`src/rtl/pipe_ctrl.sv`:
```
// Stall/flush scheduler for the 5-stage pipeline (pc, if2id, id2exe, exe2mem,
// mem2wb). Merges exception, data-memory wait, divide hold, load-use and
// instruction-fetch wait into per-register stall/flush controls, and
// sequences the fixed-latency iterative divider.
//
// Handshake with the divider: div_start_o is a single-cycle pulse issued in
// the cycle the DIV leaves IDLE. The result is valid DIV_CYCLES cycles later,
// which is the DIV_DONE cycle. div_abort_o is a single-cycle pulse issued
// only when an exception arrives while the divider is busy. Neither side
// applies back-pressure.
//
// div_busy_o covers the start cycle plus every DIV_BUSY cycle. DIV_BUSY lasts
// DIV_CYCLES-1 cycles, so the pipeline is held for exactly DIV_CYCLES cycles
// per divide.
module pipe_ctrl #(
  parameter int DIV_CYCLES = 32
) (
  input  logic       clk_i,
  input  logic       rst_i,
  input  logic [4:0] id_rs_i,
  input  logic [4:0] id_rt_i,
  input  logic       ex_rmem_i,
  input  logic       ex_wreg_i,
  input  logic [4:0] ex_wdst_i,
  input  logic       ex_div_i,
  input  logic       imem_stall_i,
  input  logic       dmem_req_i,
  input  logic       dmem_ack_i,
  input  logic       except_i,
  output logic       stall_pc_o,
  output logic       stall_if2id_o,
  output logic       stall_id2exe_o,
  output logic       stall_exe2mem_o,
  output logic       stall_mem2wb_o,
  output logic       flush_if2id_o,
  output logic       flush_id2exe_o,
  output logic       flush_exe2mem_o,
  output logic       flush_mem2wb_o,
  output logic       div_start_o,
  output logic       div_abort_o,
  output logic       div_busy_o
);

  typedef enum logic [1:0] {
    IDLE     = 2'd0,
    DIV_BUSY = 2'd1,
    DIV_DONE = 2'd2
  } state_t;

  localparam logic [5:0] CNT_LOAD = 6'(DIV_CYCLES - 1);

  state_t     r_state;
  state_t     w_state_next;
  logic [5:0] r_cnt;
  logic [5:0] w_cnt_next;
  logic [5:0] w_cnt_dec;
  logic       w_dmem_wait;
  logic       w_load_use;
  logic       w_div_start;
  logic       w_div_hold;

  // Hazard conditions derived from the current state and inputs.
  always_comb begin
    w_dmem_wait = dmem_req_i & ~dmem_ack_i;
    w_load_use  = ex_rmem_i & ex_wreg_i & (ex_wdst_i != 5'd0) &
                  ((ex_wdst_i == id_rs_i) | (ex_wdst_i == id_rt_i));
    w_div_start = (r_state == IDLE) & ex_div_i & ~except_i & ~w_dmem_wait;
    w_div_hold  = (r_state == DIV_BUSY) | w_div_start;
    w_cnt_dec   = r_cnt - 6'd1;
  end

  // Next-state and divide counter; a committed exception always returns to IDLE.
  always_comb begin
    w_state_next = r_state;
    w_cnt_next   = r_cnt;
    case (r_state)
      IDLE: begin
        if (w_div_start) begin
          w_state_next = DIV_BUSY;
          w_cnt_next   = CNT_LOAD;
        end
      end
      DIV_BUSY: begin
        // Keeps counting through data-memory waits so the divide stays on schedule.
        w_cnt_next = w_cnt_dec;
        if (w_cnt_dec == 6'd0) begin
          w_state_next = DIV_DONE;
        end
      end
      DIV_DONE: begin
        w_state_next = IDLE;
      end
      default: begin
        w_state_next = IDLE;
        w_cnt_next   = 6'd0;
      end
    endcase
    if (except_i) begin
      w_state_next = IDLE;
      w_cnt_next   = 6'd0;
    end
  end

  // State and counter registers with synchronous reset.
  always_ff @(posedge clk_i) begin
    if (rst_i) begin
      r_state <= IDLE;
      r_cnt   <= 6'd0;
    end else begin
      r_state <= w_state_next;
      r_cnt   <= w_cnt_next;
    end
  end

  // Priority-resolved stall/flush outputs; each rule stalls the registers
  // upstream of the hazard and bubbles the one just downstream.
  always_comb begin
    stall_pc_o      = 1'b0;
    stall_if2id_o   = 1'b0;
    stall_id2exe_o  = 1'b0;
    stall_exe2mem_o = 1'b0;
    stall_mem2wb_o  = 1'b0;
    flush_if2id_o   = 1'b0;
    flush_id2exe_o  = 1'b0;
    flush_exe2mem_o = 1'b0;
    flush_mem2wb_o  = 1'b0;
    div_start_o     = 1'b0;
    div_abort_o     = 1'b0;
    div_busy_o      = 1'b0;
    if (!rst_i) begin
      div_start_o = w_div_start;
      div_abort_o = except_i & (r_state == DIV_BUSY);
      div_busy_o  = w_div_hold;
      if (except_i) begin
        // PC loads the handler address, so nothing is held.
        flush_if2id_o   = 1'b1;
        flush_id2exe_o  = 1'b1;
        flush_exe2mem_o = 1'b1;
        flush_mem2wb_o  = 1'b1;
      end else if (w_dmem_wait) begin
        stall_pc_o      = 1'b1;
        stall_if2id_o   = 1'b1;
        stall_id2exe_o  = 1'b1;
        stall_exe2mem_o = 1'b1;
        flush_mem2wb_o  = 1'b1;
      end else if (w_div_hold) begin
        stall_pc_o      = 1'b1;
        stall_if2id_o   = 1'b1;
        stall_id2exe_o  = 1'b1;
        flush_exe2mem_o = 1'b1;
      end else if (w_load_use) begin
        stall_pc_o      = 1'b1;
        stall_if2id_o   = 1'b1;
        flush_id2exe_o  = 1'b1;
      end else if (imem_stall_i) begin
        stall_pc_o      = 1'b1;
        flush_if2id_o   = 1'b1;
      end
    end
  end

endmodule
```
`config.mk`:
```
export PLATFORM = sky130hd
export DESIGN_NAME = pipe_ctrl
export DESIGN_NICKNAME = d
export VERILOG_FILES = /design/src/rtl/pipe_ctrl.sv
export SDC_FILE = /design/constraint.sdc
export NUM_CORES = 1
export LEC_CHECK = 0
export ABC_CLOCK_PERIOD_IN_PS = 2190
export CAP_MARGIN = 20
export CORE_AREA = 2 2 39 41
export DETAILED_ROUTE_END_ITERATION = 10
export DIE_AREA = 0 0 41 43
export DONT_BUFFER_PORTS = 1
export GPL_TIMING_DRIVEN = 0
export HOLD_SLACK_MARGIN = 0.1
export PLACE_DENSITY_LB_ADDON = 0.2
export SETUP_SLACK_MARGIN = 0.2
export SLEW_MARGIN = 10
export SYNTH_ARGS = -nofsm -noshare
export SYNTH_HDL_FRONTEND = slang
export SYNTH_SLANG_ARGS = --single-unit
export TNS_END_PERCENT = 1
```
`constraint.sdc`:
```
create_clock -name clk_i -period 2.19 [get_ports clk_i]
set_clock_uncertainty 0.1 [all_clocks]
set_input_delay 0.438 -clock clk_i [delete_from_list [all_inputs] [get_ports clk_i]]
set_output_delay 0.438 -clock clk_i [all_outputs]
set_load 0.01 [all_outputs]
```
== After elaboration in Yosys (flattened, before gate mapping) ==
Index checks and enable logic that the tools add are counted.
Operators by class
  add/sub/neg operators: 1
  equal/unequal tests: 6
  muxes and demuxes: 40
  bitwise gates (word level): 14
  reduce and logical (&&, ||, !) cells: 6
Operators with widths (count)
  1-bit two-way mux: 35
  6-bit one-hot mux with 3 select lines: 1
  5-bit == test: 2
  1-bit AND: 8
  6-bit logical NOT: 1
  6-bit two-way mux: 1
  6-bit by 1-bit subtractor with 6-bit output (second input constant): 1
  5-bit nonzero test: 1
  2-bit two-way mux: 2
  1-bit inverter: 4
  2-bit one-hot mux with 2 select lines: 1
  2-bit AND reduction: 2
  2-bit by 1-bit == test with 1-bit output (second input constant): 1
  2-bit == test (second input constant): 1
  2-bit logical NOT: 1
  2-bit by 1-bit != test with 1-bit output (second input constant): 1
  2-bit != test (second input constant): 1
  1-bit OR: 2
  2-bit OR reduction: 1
Word-level totals
  register bits: 8
  input bits: 24
  output and inout bits: 12
  word-level logic and storage cells: 69

== Depth between registers and ports, before layout ==
  depth after elaboration: 9
  gate-level depth with buffers: 6
  depth with buffers taken out: 6

== Least setup slack after synthesis ==
OpenSTA, ideal clock, no wires.
  path kind: input -> output
  start: input ex_wdst_i[1]
  end: output flush_if2id_o
  data arrival time: 1.428 ns
  data required time: 1.652 ns
  path slack: 0.224 ns
  cell stages on the path: 4
  path buffers: 0
  path through: or4_4 > o211ai_2 > a41o_1 > a31o_1
On the way
  longest elaborated chain between the ends: 8
  elaborated cells on any way between the ends: 11
  classes of those cells: eq/ne (2); mux (5); bitwise (3); reduce/logical (1)
RTL lines
  start, declared: line 24  | input logic [4:0] ex_wdst_i,
  5-bit == test or 5-bit nonzero test (tied branches): line 66, 65
  1-bit OR or 1-bit AND (tied branches): line 66, 65
  1-bit AND *: line 65  | w_load_use = ex_rmem_i & ex_wreg_i & (ex_wdst_i != 5'd0) &
  1-bit two-way mux *: line 151  | end else if (w_load_use) begin
  1-bit two-way mux *: line 146  | end else if (w_div_hold) begin
  1-bit two-way mux *: line 140  | end else if (w_dmem_wait) begin
  1-bit two-way mux *: line 134  | if (except_i) begin
  1-bit two-way mux *: line 130  | if (!rst_i) begin
  end, declared: line 35  | output logic flush_if2id_o,
Every way passes the cells marked *; elsewhere a longest branch is shown, timed or not.

== Final worst setup path ==
Ends and elaborated chain as after synthesis.

==> metrics.cfg <==
[run_status]
status=completed

[clock_tree]
htreeDepth=1
clk_path_buf_depth=2
cts_tree=done
cts_buffers=3
clockRootBuffer=clkbuf_4
path_clk_slew_ns=0.05
clk_latency_ns=0.26
clock-sinks=8

[logic_synthesis]
synth.largest_area_cell=dfxtp_1
synth_cell_types=44
yosysMostFrequentCell=xor2_1
synth_top_cell_area_share_pct=21.0
netlist_area_um2=763
syn_nets=126
synth_edf_count=0
async_flop_share_pct=0
synthFlopType=dfxtp_1
synth_cells=100
yosysWarnings=0
avgSynthCellArea_um2=7.63
synth_seq_cells=8
synth_common_cells=11 x xor2_1, 10 x nor2_1, 8 x a21oi_1, 8 x dfxtp_1
synth-seq-area-share_pct=21.0
synth_area_leaders=dfxtp_1 21%, xor2_1 13%, a21oi_1 5.2%

[timing]
max_freq_mhz=475
fin_crit_sh_pct=96.1
setup_viol=0
final.min_clock_period_ns=2.11
setup-tns-final_ns=0
drv_slew=0
timing.final.hold_violations=0
rsz0062_at_grt=true
fin_ws_ns=0.0848

[worst_setup_path]
crit_fanout=3
crit_buf_inv=0
crit_arrival_ns=1.57
critPathRequiredTime_ns=1.65
startpoint_type=primary input
r2r_start=r_cnt[0]
cp_slowest_stage_delay_ns=0.53
critPathCaptureType=primary output
cpLargestDelayFamily=compound AO/OA/AOI/OAI gates
path_cells=or4_4 -> o211ai_4 -> a41o_1 -> a31o_1
worst_path_max_delay_cell=or4_4
crit_type=in2out
cp-startpoint=ex_wdst_i[1]

[pwr]
vdd.ir_drop.worst_mv=0.373
power_density_mw_per_mm2=462
leakagePower_nw=0.335

[grt]
grt_start_max_net_pins=11
antenna_found_initial=0
track_usage_pct=22.0
grt_pass1_vias=675
gr-total-overflow=0
grt_pass1_wl_um=2620

[floorplan]
core_area_mm2=0.00138
fp.dieW_um=41
initial_utilization_pct=55.2
io_pins=36
rows=14
dieArea_mm2=0.00176
die_h_um=43

[final_layout]
final_area_um2=835
final_util_pct=60.3
antenna_cells=0
fin_nets=131
syn_to_final_growth_pct=9.34
instances_no_fill=119
drive_above_1_share_pct=11.7

[detailed_routing]
wire_per_inst_um=14.2
drc=0
ant_nets=0
drt_iter0_drc=25
vias=761
viasPerCell=6.39
dr.pass1.iters=4
wl_um=1690

[placed_design]
dp.cells=116
dpl_worst_slack_ns=0.125
place_area_um2=783
dp_hpwl_um=1310
portBuffers=0
place_congestion=0.765

[hold_path]
hp-class=in2reg
worstHoldStart=except_i

[job]
drv_cap=0

cell usage in the layout, fill, tap and decap left out, types with 2 or more instances in the layout:
master / netlist / routed
nor2_1: 10 / 10
nor3_1: 4 / 4
xor2_1: 11 / 11
o21bai_1: 2 / 2
a21o_1: 2 / 2
clkbuf_4: 0 / 3
nand3_1: 2 / 2
dfxtp_1: 8 / 8
o21ai_1: 2 / 2
a31o_1: 2 / 2
nand2b_1: 6 / 6
nand2_1: 2 / 2
a21oi_1: 8 / 8
clkbuf_1: 3 / 2
ha_1: 2 / 2
a31oi_1: 2 / 2
inv_1: 6 / 6
stage by stage:
step,total power [mW],hold WS (ns)
floorplan,0.251,0.363
global placement,0.266,0.381
detailed placement,0.269,0.394
CTS,0.383,0.292
global route,0.414,0.279
finish,0.385,0.290
final timing paths:
check / end / slack [ns] / cells after the start
setup / recovery: flush_if2id_o / 0.08 / 4
hold / removal: r_state[0] / 0.29 / 2
setup reg to reg: r_state[0] / 0.36 / 5
hold reg to reg: r_cnt[5] / 0.40 / 2
sequential cells by signal, indices dropped and copies added, names as in the netlist:
register  flops
r_state       2
r_cnt         6
cell families (layout without fill, tap and decap cells):
group	after synthesis	in the layout	synth area share, %
adders and majority gates	2	2	3.28
xor gates and xnor gates	11	11	12.6
buffers and inverters	11	14	6.06
and+or+nand+nor	35	35	26.4
AOI/OAI and AO/OA	32	32	30.2
DFF	8	8	21.0
other	1	1	0.491
layer usage:
metal	wire length, µm	global-route usage, %	share of wire, %
met5	0	0	0
met4	40	12.7	2.4
met3	139	7.33	8.2
met2	799	33.1	47
met1	707	25.8	42
power breakdown:
part	leakage (nW)	internal, mW	switching (mW)
Clock	0.0138	0.0628	0.0513
Combinational	0.256	0.0482	0.0626
Sequential	0.0651	0.152	0.00840
Total	0.335	0.263	0.122
final cells by class:
class / instances / area, µm²
multi-input combinational: 81 / 584
fill: 134 / 549
sequential: 8 / 160
buffer: 5 / 25.0
clock buffer: 3 / 22.5
inverter: 6 / 22.5
tap: 16 / 20.0
worst register-to-register path: cells and delay by family (launching register included):
kind                       cells  cell delay (ns)
AOI/OAI and AO/OA              1             0.20
adders and majority gates      1             0.18
and+or+nand+nor                3             0.80
DFF                            1             0.43
timing repair:
item                                    in CTS  in global routing
buffers inserted                             0                  0
endpoints found under the setup margin       3                  5
pin swaps                                    0                  0
hold buffers                                 0                  0
resized for setup                            1                  4
(Power assumes the default switching activity.)
